--- config.mk ---
export PLATFORM = sky130hd
export DESIGN_NAME = control_multiciclo
export DESIGN_NICKNAME = d
export VERILOG_FILES = /design/src/rtl/ctrl_pkg.sv /design/src/rtl/control_multiciclo_alu_op_decode.sv /design/src/rtl/control_multiciclo.sv
export SDC_FILE = /design/constraint.sdc
export NUM_CORES = 1
export LEC_CHECK = 0
export CAP_MARGIN = 20
export CORE_UTILIZATION = 53
export CTS_CLUSTER_SIZE = 25
export DETAILED_ROUTE_END_ITERATION = 16
export GPL_ROUTABILITY_DRIVEN = 0
export PLACE_DENSITY = 0.82
export SLEW_MARGIN = 20
export SYNTH_ARGS = -nofsm -noshare
export SYNTH_HDL_FRONTEND = slang
export SYNTH_SLANG_ARGS = --single-unit
--- constraint.sdc ---
create_clock -name reloj -period 6.69 [get_ports reloj]
set_input_delay 1.338 -clock reloj [delete_from_list [all_inputs] [get_ports reloj]]
set_output_delay 1.338 -clock reloj [all_outputs]
set_load 0.02 [all_outputs]
--- src/rtl/ctrl_pkg.sv ---
// Shared constants for the multicycle controller: FSM states, opcodes,
// R-type funct codes, ALU_OP codes and PC source selects.
package ctrl_pkg;

  typedef enum logic [2:0] {
    ST_FETCH  = 3'd0,
    ST_DECODE = 3'd1,
    ST_EXEC   = 3'd2,
    ST_MEM    = 3'd3,
    ST_WB     = 3'd4
  } state_t;

  localparam logic [5:0] OP_RTYPE = 6'h00;
  localparam logic [5:0] OP_J     = 6'h02;
  localparam logic [5:0] OP_BEQ   = 6'h04;
  localparam logic [5:0] OP_ADDI  = 6'h08;
  localparam logic [5:0] OP_ANDI  = 6'h0C;
  localparam logic [5:0] OP_ORI   = 6'h0D;
  localparam logic [5:0] OP_LW    = 6'h23;
  localparam logic [5:0] OP_SW    = 6'h2B;

  localparam logic [5:0] FN_ADD = 6'h20;
  localparam logic [5:0] FN_SUB = 6'h22;
  localparam logic [5:0] FN_AND = 6'h24;
  localparam logic [5:0] FN_OR  = 6'h25;
  localparam logic [5:0] FN_SLT = 6'h2A;

  localparam logic [3:0] ALU_AND = 4'b0000;
  localparam logic [3:0] ALU_OR  = 4'b0001;
  localparam logic [3:0] ALU_ADD = 4'b0010;
  localparam logic [3:0] ALU_SUB = 4'b0110;
  localparam logic [3:0] ALU_SLT = 4'b0111;

  localparam logic [1:0] PCS_SEQ    = 2'b00;
  localparam logic [1:0] PCS_BRANCH = 2'b01;
  localparam logic [1:0] PCS_JUMP   = 2'b10;

  function automatic logic is_legal_op(input logic [5:0] op);
    case (op)
      OP_RTYPE, OP_J, OP_BEQ, OP_ADDI,
      OP_ANDI, OP_ORI, OP_LW, OP_SW: is_legal_op = 1'b1;
      default:                       is_legal_op = 1'b0;
    endcase
  endfunction

  // Logical immediates are zero-extended; arithmetic/address/branch ones sign-extended.
  function automatic logic uses_sign_ext(input logic [5:0] op);
    case (op)
      OP_ADDI, OP_LW, OP_SW, OP_BEQ: uses_sign_ext = 1'b1;
      default:                       uses_sign_ext = 1'b0;
    endcase
  endfunction

endpackage

--- src/rtl/control_multiciclo_alu_op_decode.sv ---
// Combinational ALU function select from opcode, with the R-type funct
// field mapped onto ALU_OP codes.
module alu_op_decode
  import ctrl_pkg::*;
(
  input  logic [5:0] opcode,
  input  logic [5:0] funct,
  output logic [3:0] alu_op
);

  // Opcode-level select, falling through to funct for R-type
  always_comb begin
    alu_op = ALU_AND;
    case (opcode)
      OP_RTYPE: begin
        case (funct)
          FN_ADD:  alu_op = ALU_ADD;
          FN_SUB:  alu_op = ALU_SUB;
          FN_AND:  alu_op = ALU_AND;
          FN_OR:   alu_op = ALU_OR;
          FN_SLT:  alu_op = ALU_SLT;
          default: alu_op = ALU_ADD;
        endcase
      end
      OP_ADDI, OP_LW, OP_SW: alu_op = ALU_ADD;
      OP_BEQ:                alu_op = ALU_SUB;
      OP_ANDI:               alu_op = ALU_AND;
      OP_ORI:                alu_op = ALU_OR;
      default:               alu_op = ALU_AND;
    endcase
  end

endmodule

--- src/rtl/control_multiciclo.sv ---
// Multicycle MIPS-subset control unit: FETCH/DECODE/EXEC/MEM/WB FSM with
// memory handshake and a retired-instruction counter.
module control_multiciclo
  import ctrl_pkg::*;
(
  input  logic        reloj,
  input  logic        reset_n,
  input  logic [5:0]  opcode,
  input  logic [5:0]  funct,
  input  logic        zero,
  input  logic        mem_ready,
  output logic        PC_WR,
  output logic        IR_WR,
  output logic        REG_RD,
  output logic        REG_WR,
  output logic        SEL_I,
  output logic        SEL_DST,
  output logic        SEL_WB,
  output logic [3:0]  ALU_OP,
  output logic        MEM_RD,
  output logic        MEM_WR,
  output logic [1:0]  PC_SRC,
  output logic        illegal,
  output logic [15:0] retired
);

  state_t      state_r;
  state_t      state_nx_s;
  logic [5:0]  op_r;
  logic [5:0]  funct_r;
  logic [15:0] retired_r;
  logic [5:0]  op_s;
  logic [5:0]  funct_s;
  logic [3:0]  alu_op_s;
  logic        retire_s;

  // IR is only guaranteed valid in DECODE; later states use the latched copy.
  assign op_s    = (state_r == ST_DECODE) ? opcode : op_r;
  assign funct_s = (state_r == ST_DECODE) ? funct  : funct_r;
  assign retired = retired_r;

  alu_op_decode u_alu_op_decode (
    .opcode (op_s),
    .funct  (funct_s),
    .alu_op (alu_op_s)
  );

  // State register
  always_ff @(posedge reloj or negedge reset_n) begin
    if (!reset_n) begin
      state_r <= ST_FETCH;
    end else begin
      state_r <= state_nx_s;
    end
  end

  // Capture opcode/funct while the IR is known good
  always_ff @(posedge reloj or negedge reset_n) begin
    if (!reset_n) begin
      op_r    <= 6'd0;
      funct_r <= 6'd0;
    end else if (state_r == ST_DECODE) begin
      op_r    <= opcode;
      funct_r <= funct;
    end
  end

  // Retired-instruction counter, wraps naturally at 16 bits
  always_ff @(posedge reloj or negedge reset_n) begin
    if (!reset_n) begin
      retired_r <= 16'd0;
    end else if (retire_s) begin
      retired_r <= retired_r + 16'd1;
    end
  end

  // Next state and control outputs; reset forces idle outputs asynchronously
  always_comb begin
    state_nx_s = state_r;
    PC_WR      = 1'b0;
    IR_WR      = 1'b0;
    REG_RD     = 1'b1;
    REG_WR     = 1'b1;
    SEL_I      = 1'b0;
    SEL_DST    = 1'b0;
    SEL_WB     = 1'b0;
    ALU_OP     = ALU_AND;
    MEM_RD     = 1'b0;
    MEM_WR     = 1'b0;
    PC_SRC     = PCS_SEQ;
    illegal    = 1'b0;
    retire_s   = 1'b0;
    if (!reset_n) begin
      state_nx_s = ST_FETCH;
    end else begin
      case (state_r)
        ST_FETCH: begin
          MEM_RD = 1'b1;
          if (mem_ready) begin
            IR_WR      = 1'b1;
            PC_WR      = 1'b1;
            state_nx_s = ST_DECODE;
          end else begin
            state_nx_s = ST_FETCH;
          end
        end
        ST_DECODE: begin
          REG_RD = 1'b0;
          SEL_I  = uses_sign_ext(op_s);
          ALU_OP = alu_op_s;
          if (!is_legal_op(op_s)) begin
            illegal    = 1'b1;
            state_nx_s = ST_FETCH;
          end else if (op_s == OP_J) begin
            PC_WR      = 1'b1;
            PC_SRC     = PCS_JUMP;
            retire_s   = 1'b1;
            state_nx_s = ST_FETCH;
          end else begin
            state_nx_s = ST_EXEC;
          end
        end
        ST_EXEC: begin
          SEL_I   = uses_sign_ext(op_s);
          SEL_DST = (op_s == OP_RTYPE);
          SEL_WB  = (op_s == OP_LW);
          ALU_OP  = alu_op_s;
          case (op_s)
            OP_BEQ: begin
              PC_WR      = zero;
              PC_SRC     = PCS_BRANCH;
              retire_s   = 1'b1;
              state_nx_s = ST_FETCH;
            end
            OP_LW, OP_SW: state_nx_s = ST_MEM;
            default:      state_nx_s = ST_WB;
          endcase
        end
        ST_MEM: begin
          SEL_I  = uses_sign_ext(op_s);
          SEL_WB = (op_s == OP_LW);
          ALU_OP = alu_op_s;
          if (op_s == OP_LW) begin
            MEM_RD = 1'b1;
          end else begin
            MEM_WR = 1'b1;
          end
          if (!mem_ready) begin
            state_nx_s = ST_MEM;
          end else if (op_s == OP_SW) begin
            retire_s   = 1'b1;
            state_nx_s = ST_FETCH;
          end else begin
            state_nx_s = ST_WB;
          end
        end
        ST_WB: begin
          REG_WR     = 1'b0;
          SEL_I      = uses_sign_ext(op_s);
          SEL_DST    = (op_s == OP_RTYPE);
          SEL_WB     = (op_s == OP_LW);
          ALU_OP     = alu_op_s;
          retire_s   = 1'b1;
          state_nx_s = ST_FETCH;
        end
        default: state_nx_s = ST_FETCH;
      endcase
    end
  end

endmodule

==> metrics.txt, run 1 <==
hold path endpoint=retired[15]; Hold Crit Class=flop to flop; Worst Path Arrival=3.79 ns; reg2reg setup slack=3.26 ns; Fin. Hold Viols=0; layout cells sized above 1=0.111; nets@finish=269; Most used DFF post-synth=dfrtp_1; Via density=roughly 5.9; Post-Syn Area=1940 um2; pwr dens=191 nW/um2; DRC violations left=0; Post-Syn Instances=206; grt total ovfl=0; placed wire-length estimate=3.17 mm; htree depth=2; Inserted Clock Buffers=5; Worst R2R Path Depth=7; input/output buffers=46; # diodes=0; CP Data Required Time=5.35 ns; post-route minimum period=~5.1 ns; Tcrit/Tclk final=0.766; Max FO, Critical Path=7; sequential share of the synthesized area=0.401; synth warn=0; Worst Clk Skew=0.00762 ns; Root Buffer=clkbuf_4; Post-DP Area=2410 um2; Die X=62.4 um; setup TNS=0 ns; Vias=about 1800; Crit Path Class=primary input to output pin; unrepaired setup endpoints after global routing=no; WL final=4.46 mm; GRT Resource Usage Total=0.249; CP startpoint kind=primary input; post-synthesis area per instance=~9.4 um2; Max Cap Viol=0; Pleak=1.04 nW; Fmax=0.195 GHz; max_slew headroom=0.401; Pre-Repair DR Iteration Count=4; final instance area=2480 um2; first-pass GRT wire length=between 7 and 8 mm; setup violators final=0; Die Height=roughly 62 um; CP endpoint kind=output pin; vias in the first global route=1621; worst hold stages=1; Floorplan Core Area=3420 um2; Avg WL per Cell=between 10 and 15 um; Worst IR Drop VDD=0.137 mV; largest net degree at the start of global routing=39; Slew Viols, Final=0; CTS tree=yes; clk buf depth=2; io pins=48; hold wc startpoint=retired[15]; status=finished clean; Routed Antenna Nets=0; # resized after CTS=0; post-synthesis cell type count=48; Die Area=3900 um2; clk_lat worst skew=0.33 ns; Async S/R FF share, synth=1.00; post-layout util=0.727; initial core utilization=0.567; Crit Reg-Reg Endpoint=retired[14]; hold buffer count at cts=0; CTS clk-pin slew, worst paths=~0.10 ns; FP Rows=21; RR Startpoint=state_r[0]; FF+latch count, synth=31; Area Growth Syn to Fin=28.3%; initial antenna violation count=0; Post-CTS Setup Bufs=0; worst-margin pin slew=slightly below 0.9 ns; clock sink count=31; Post-synth EDFFs=0; Mapped Nets=223; DRT iter0 DRCs=between 150 and 200
worst max-delay path, cell delays in order:
cell	delay, ns
clkdlybuf4s50_1	0.53
nor4_1	0.57
and3_1	0.25
a21oi_1	0.10
nor3_1	0.23
nor2_1	0.06
nor2_1	0.10
clkdlybuf4s50_1	0.61
per-layer routing:
| metal | GRT usage | up-vias | share of wire |
|---|---|---|---|
| met1 | 0.357 | 825 | 0.47 |
| met2 | 0.379 | 77 | 0.46 |
| li1 | - | 845 | - |
| met3 | 0.0529 | 6 | 0.062 |
| met5 | 0 | - | 0 |
| met4 | 0.0756 | 0 | 0.011 |
flip-flops by register name, indices dropped and copies added (netlist names):
signal	count
retired	16
funct_r	6
state_r	3
op_r	6
cell usage in the layout, fill, tap and decap left out, types with 4 or more instances in the layout:
master           count
o21ai_0              4
nor4b_1              5
nor3b_1              4
xor2_1              13
nor2_1              18
nor3_1              11
xnor2_1              6
mux2_2               9
nor4_1               9
clkdlybuf4s50_1     46
a21oi_1              8
dfrtp_1             31
inv_1               10
clkbuf_4             5
mux2i_1              4
nand3_1             12
nand2_1             12
power breakdown:
| group | internal, mW | switching (mW) |
|---|---|---|
| sequential | 0.206 | 0.0232 |
| clock | 0.0614 | 0.0679 |
| combinational | 0.0545 | 0.0597 |
synthesized netlist by cell type (3+ instances only):
| cell type | instances | area [um2] |
|---|---|---|
| or2_2 | 3 | 18.8 |
| and3_1 | 3 | 18.8 |
| nor4_1 | 9 | 56.3 |
| xor2_1 | 13 | 114 |
| dfrtp_1 | 31 | 776 |
| a31oi_1 | 3 | 18.8 |
| mux2_2 | 9 | 101 |
| mux2i_1 | 4 | 40.0 |
| inv_1 | 10 | 37.5 |
| nor3_1 | 11 | 55.1 |
| nand3_1 | 12 | 60.1 |
| buf_2 | 4 | 20.0 |
| a21oi_1 | 8 | 40.0 |
| nand4_1 | 3 | 18.8 |
| nor4b_1 | 5 | 43.8 |
| nor3b_1 | 4 | 30.0 |
| nand2_1 | 12 | 45.0 |
| xnor2_1 | 6 | 52.6 |
| o21ai_0 | 4 | 20.0 |
| nor2_1 | 18 | 67.6 |
through the flow:
stage	power, mW	setup WS [ns]	cells	hold WS [ns]
after CTS	0.475	1.59	299	0.476
after floorplan	0.302	2.34	206	0.460
after global placement	0.344	1.65	291	0.454
final	0.473	1.56	299	0.469
after global routing	0.497	1.34	299	0.512
after detailed placement	0.345	1.58	291	0.461
layout make-up:
cell class	count	area, um2
Multi-Input combinational cell	156	1060
Fill cell	275	932
Sequential cell	31	776
Timing Repair Buffer	48	475
Clock buffer	7	65.1
Tap cell	46	57.6
Inverter	10	37.5
Clock inverter	1	7.51
cells by family (layout without fill, tap and decap cells):
| family | count (synthesis) | count (layout) | share of synthesized area |
|---|---|---|---|
| AND/OR/NAND/NOR | 96 | 96 | 0.282 |
| flip-flops | 31 | 31 | 0.401 |
| AO/OA/AOI/OAI | 26 | 26 | 0.100 |
| XOR/XNOR | 19 | 19 | 0.0860 |
| buffers and inverters | 19 | 66 | 0.0491 |
| multiplexers | 13 | 13 | 0.0730 |
| adder cells (fa/ha/maj) | 1 | 1 | 0.00646 |
| other | 1 | 1 | 0.00194 |
how the worst max path moves through the flow:
stage | from | slack, ns | endpoint | cells past startpoint
after CTS | opcode[3] | 1.59 | SEL_DST | 6
after global placement | opcode[3] | 1.65 | SEL_DST | 6
after global routing | opcode[3] | 1.34 | ALU_OP[2] | 8
final | opcode[3] | 1.56 | ALU_OP[2] | 8
after floorplan | opcode[2] | 2.34 | ALU_OP[1] | 6
after detailed placement | opcode[3] | 1.58 | SEL_DST | 6
Power figures use the tool's default switching activity.
==> inputs of run 2 (changes only) <==
--- a/config.mk
+++ b/config.mk
@@ -6,11 +6,11 @@
 export NUM_CORES = 1
 export LEC_CHECK = 0
 export CAP_MARGIN = 20
-export CORE_UTILIZATION = 53
+export CORE_UTILIZATION = 49
 export CTS_CLUSTER_SIZE = 25
 export DETAILED_ROUTE_END_ITERATION = 16
 export GPL_ROUTABILITY_DRIVEN = 0
-export PLACE_DENSITY = 0.82
+export PLACE_DENSITY = 0.77
 export SLEW_MARGIN = 20
 export SYNTH_ARGS = -nofsm -noshare
 export SYNTH_HDL_FRONTEND = slang
==> constraint.sdc (replaced) <==
create_clock -name reloj -period 4.95 [get_ports reloj]
set_input_delay 0.99 -clock reloj [delete_from_list [all_inputs] [get_ports reloj]]
set_output_delay 0.99 -clock reloj [all_outputs]
set_load 0.02 [all_outputs]
==> run 2 against run 1 <==
Net effect:
- flip-flop and latch count is the same
- clock skew shrank 0.0041 ns
- worst hold slack gained 0.0031 ns
- final cell count grew 1.0%
- via count shrank 0.97%
- count of clock-buffer cells in the layout shrank 1
- sequential share of layout area shrank 0.28 points
- critical path type unchanged
- sequential power grew 34%
- clock power grew 50%
==> metrics.txt, run 2 (synthesis gave the netlist of run 1 again) <==
Post-DP Area=2420 um2 (+0.42%); setup ws final=0.518 ns (-1.05 ns); Fmax=about 0.23 GHz; Worst R2R Path Depth=7 (unchanged); max reg flops=16 (unchanged); setup TNS=0 ns (unchanged); DRT iter0 DRCs=95 (-41%); Vias=1736 (-0.97%); switching pwr=205 uW (+36%); # diodes=0 (unchanged); placed insts=294 (+1.0%); Routed Antenna Nets=0 (unchanged); post-layout util=0.674 (-0.0527); pwr dens=262 nW/um2 (+38%); io pins=48 (unchanged); Fin. Hold Viols=0 (unchanged); Inserted Clock Buffers=5 (unchanged); Die Height=64.9 um (+3.9%); unrepaired setup endpoints after global routing=no; Final Non-Filler Cells=302 (+1.0%); clock power share=0.295 (+0.022); Internal=452 uW (+40%); post-route minimum period=4.43 ns; CTS tree=yes; grt total ovfl=0 (unchanged); DRC violations left=0 (unchanged); CTS clk-pin slew, worst paths=0.07 ns (-0.03 ns); setup violators final=0 (unchanged); Via density=5.75 (-2.0%); vias in the first global route=1625 (+0.25%); clk buf depth=2 (unchanged); GRT Resource Usage Total=0.237 (-0.0126); initial core utilization=0.521 (-0.0458); Root Buffer=clkbuf_8; clock sink count=31 (unchanged); Hold Crit Class=flop to flop; most common cell after layout, fill and taps aside=clkdlybuf4s50_1; worst-margin pin slew=0.592 ns (-0.302 ns); Floorplan Core Area=3720 um2 (+8.8%); placed wire-length estimate=3.33 mm (+4.9%); FP Rows=22 (+4.8%); Pleak=1.05 nW (+0.85%); Worst Clk Skew=0.00357 ns (-0.00405 ns); hold buffer count at cts=0 (unchanged); Worst Path Arrival=3.44 ns (-0.35 ns); CP startpoint kind=primary input; most frequent cells in the layout=clkdlybuf4s50_1 (46), dfrtp_1 (31), nor2_1 (18); nets@finish=270 (+0.37%); Slew Viols, Final=0 (unchanged); WL final=4.56 mm (+2.2%); first-pass GRT wire length=7.64 mm (-0.99%); Die X=64.9 um (+3.9%); max_slew headroom=0.602 (+0.201); Area Growth Syn to Fin=29.5%; clk_lat worst skew=0.28 ns (-0.05 ns); Hold Slack=0.472 ns (+0.00315 ns); input/output buffers=46 (unchanged); status=finished clean; Avg WL per Cell=15.1 um (+1.2%); switching part of the total power=0.312 (-0.00660); layout cells sized above 1=0.110 (-0.000436); Post-CTS Setup Bufs=0 (unchanged); CP Data Required Time=3.96 ns (-1.39 ns); Max Cap Viol=0 (unchanged); worst hold stages=1 (unchanged); CP endpoint kind=output pin; htree depth=2 (unchanged); final instance area=2510 um2 (+0.91%); largest net degree at the start of global routing=40 (+2.6%); Crit Path Class=primary input to output pin; Tcrit/Tclk final=0.895; Die Area=4210 um2 (+7.9%); sequential power share=0.470 (-0.015); initial antenna violation count=0 (unchanged); Worst Setup Slack post-DPL=0.523 ns (-1.06 ns); Max FO, Critical Path=7 (unchanged); Worst IR Drop VDD=0.252 mV (+84%); PnR Total Power=657 uW (+39%); Pre-Repair DR Iteration Count=4 (unchanged); Comb power frac=0.235 (-0.006); # resized after CTS=0 (unchanged)
-- run 2: cell count changes in the layout (fill, tap and decap cells not counted), sizes merged --
| cell | before | now |
|---|---|---|
| clkinv | 0 | 1 |
| buf | 2 | 3 |
| clkbuf | 7 | 6 |
-- run 2: area by class of cell --
cell class / count / area, um2
tap: 48 / 60.1
sequential: 31 / 776
clock buffer: 6 / 72.6
timing repair buffer: 49 / 483
fill: 315 / 1210
inverter: 10 / 37.5
clock inverter: 2 / 12.5
multi-input combinational: 156 / 1060
-- run 2: worst paths after layout --
kind / start / endpoint / slack [ns]
worst max-delay path: opcode[3] / SEL_DST / 0.52
worst min-delay path: retired[15] / retired[15] / 0.47
worst max register to register: state_r[0] / retired[10] / 2.16
worst min register to register: retired[15] / retired[15] / 0.47
max in group asynchronous: reset_n / state_r[1] / 3.43
min in group asynchronous: reset_n / funct_r[5] / 1.20
-- run 2: routing by layer --
| metal | share of wire | vias up | track usage | routed length [um] |
|---|---|---|---|---|
| met3 | 0.058 | 2 | 0.0475 | 266 |
| met4 | 0.0050 | 0 | 0.0750 | 23 |
| met2 | 0.46 | 62 | 0.362 | 2080 |
| met5 | 0 | - | 0 | 0 |
| li1 | - | 841 | - | - |
| met1 | 0.48 | 831 | 0.333 | 2190 |
-- run 2: critical path: stages --
cell and delay (ns):
clkdlybuf4s50_1 0.53, nor4_1 0.56, and3_1 0.25, a21oi_1 0.09, nor4b_1 0.35, clkdlybuf4s50_1 0.67
-- run 2: power groups by stage --
stage	registers (mW)	clock network [mW]	logic, mW
6_report	0.309	0.194	0.155
5_1_grt	0.313	0.210	0.168
4_1_cts	0.308	0.197	0.155
3_5_place_dp	0.313	0	0.154
3_3_place_gp	0.313	0	0.152
2_1_floorplan	0.309	0	0.0994
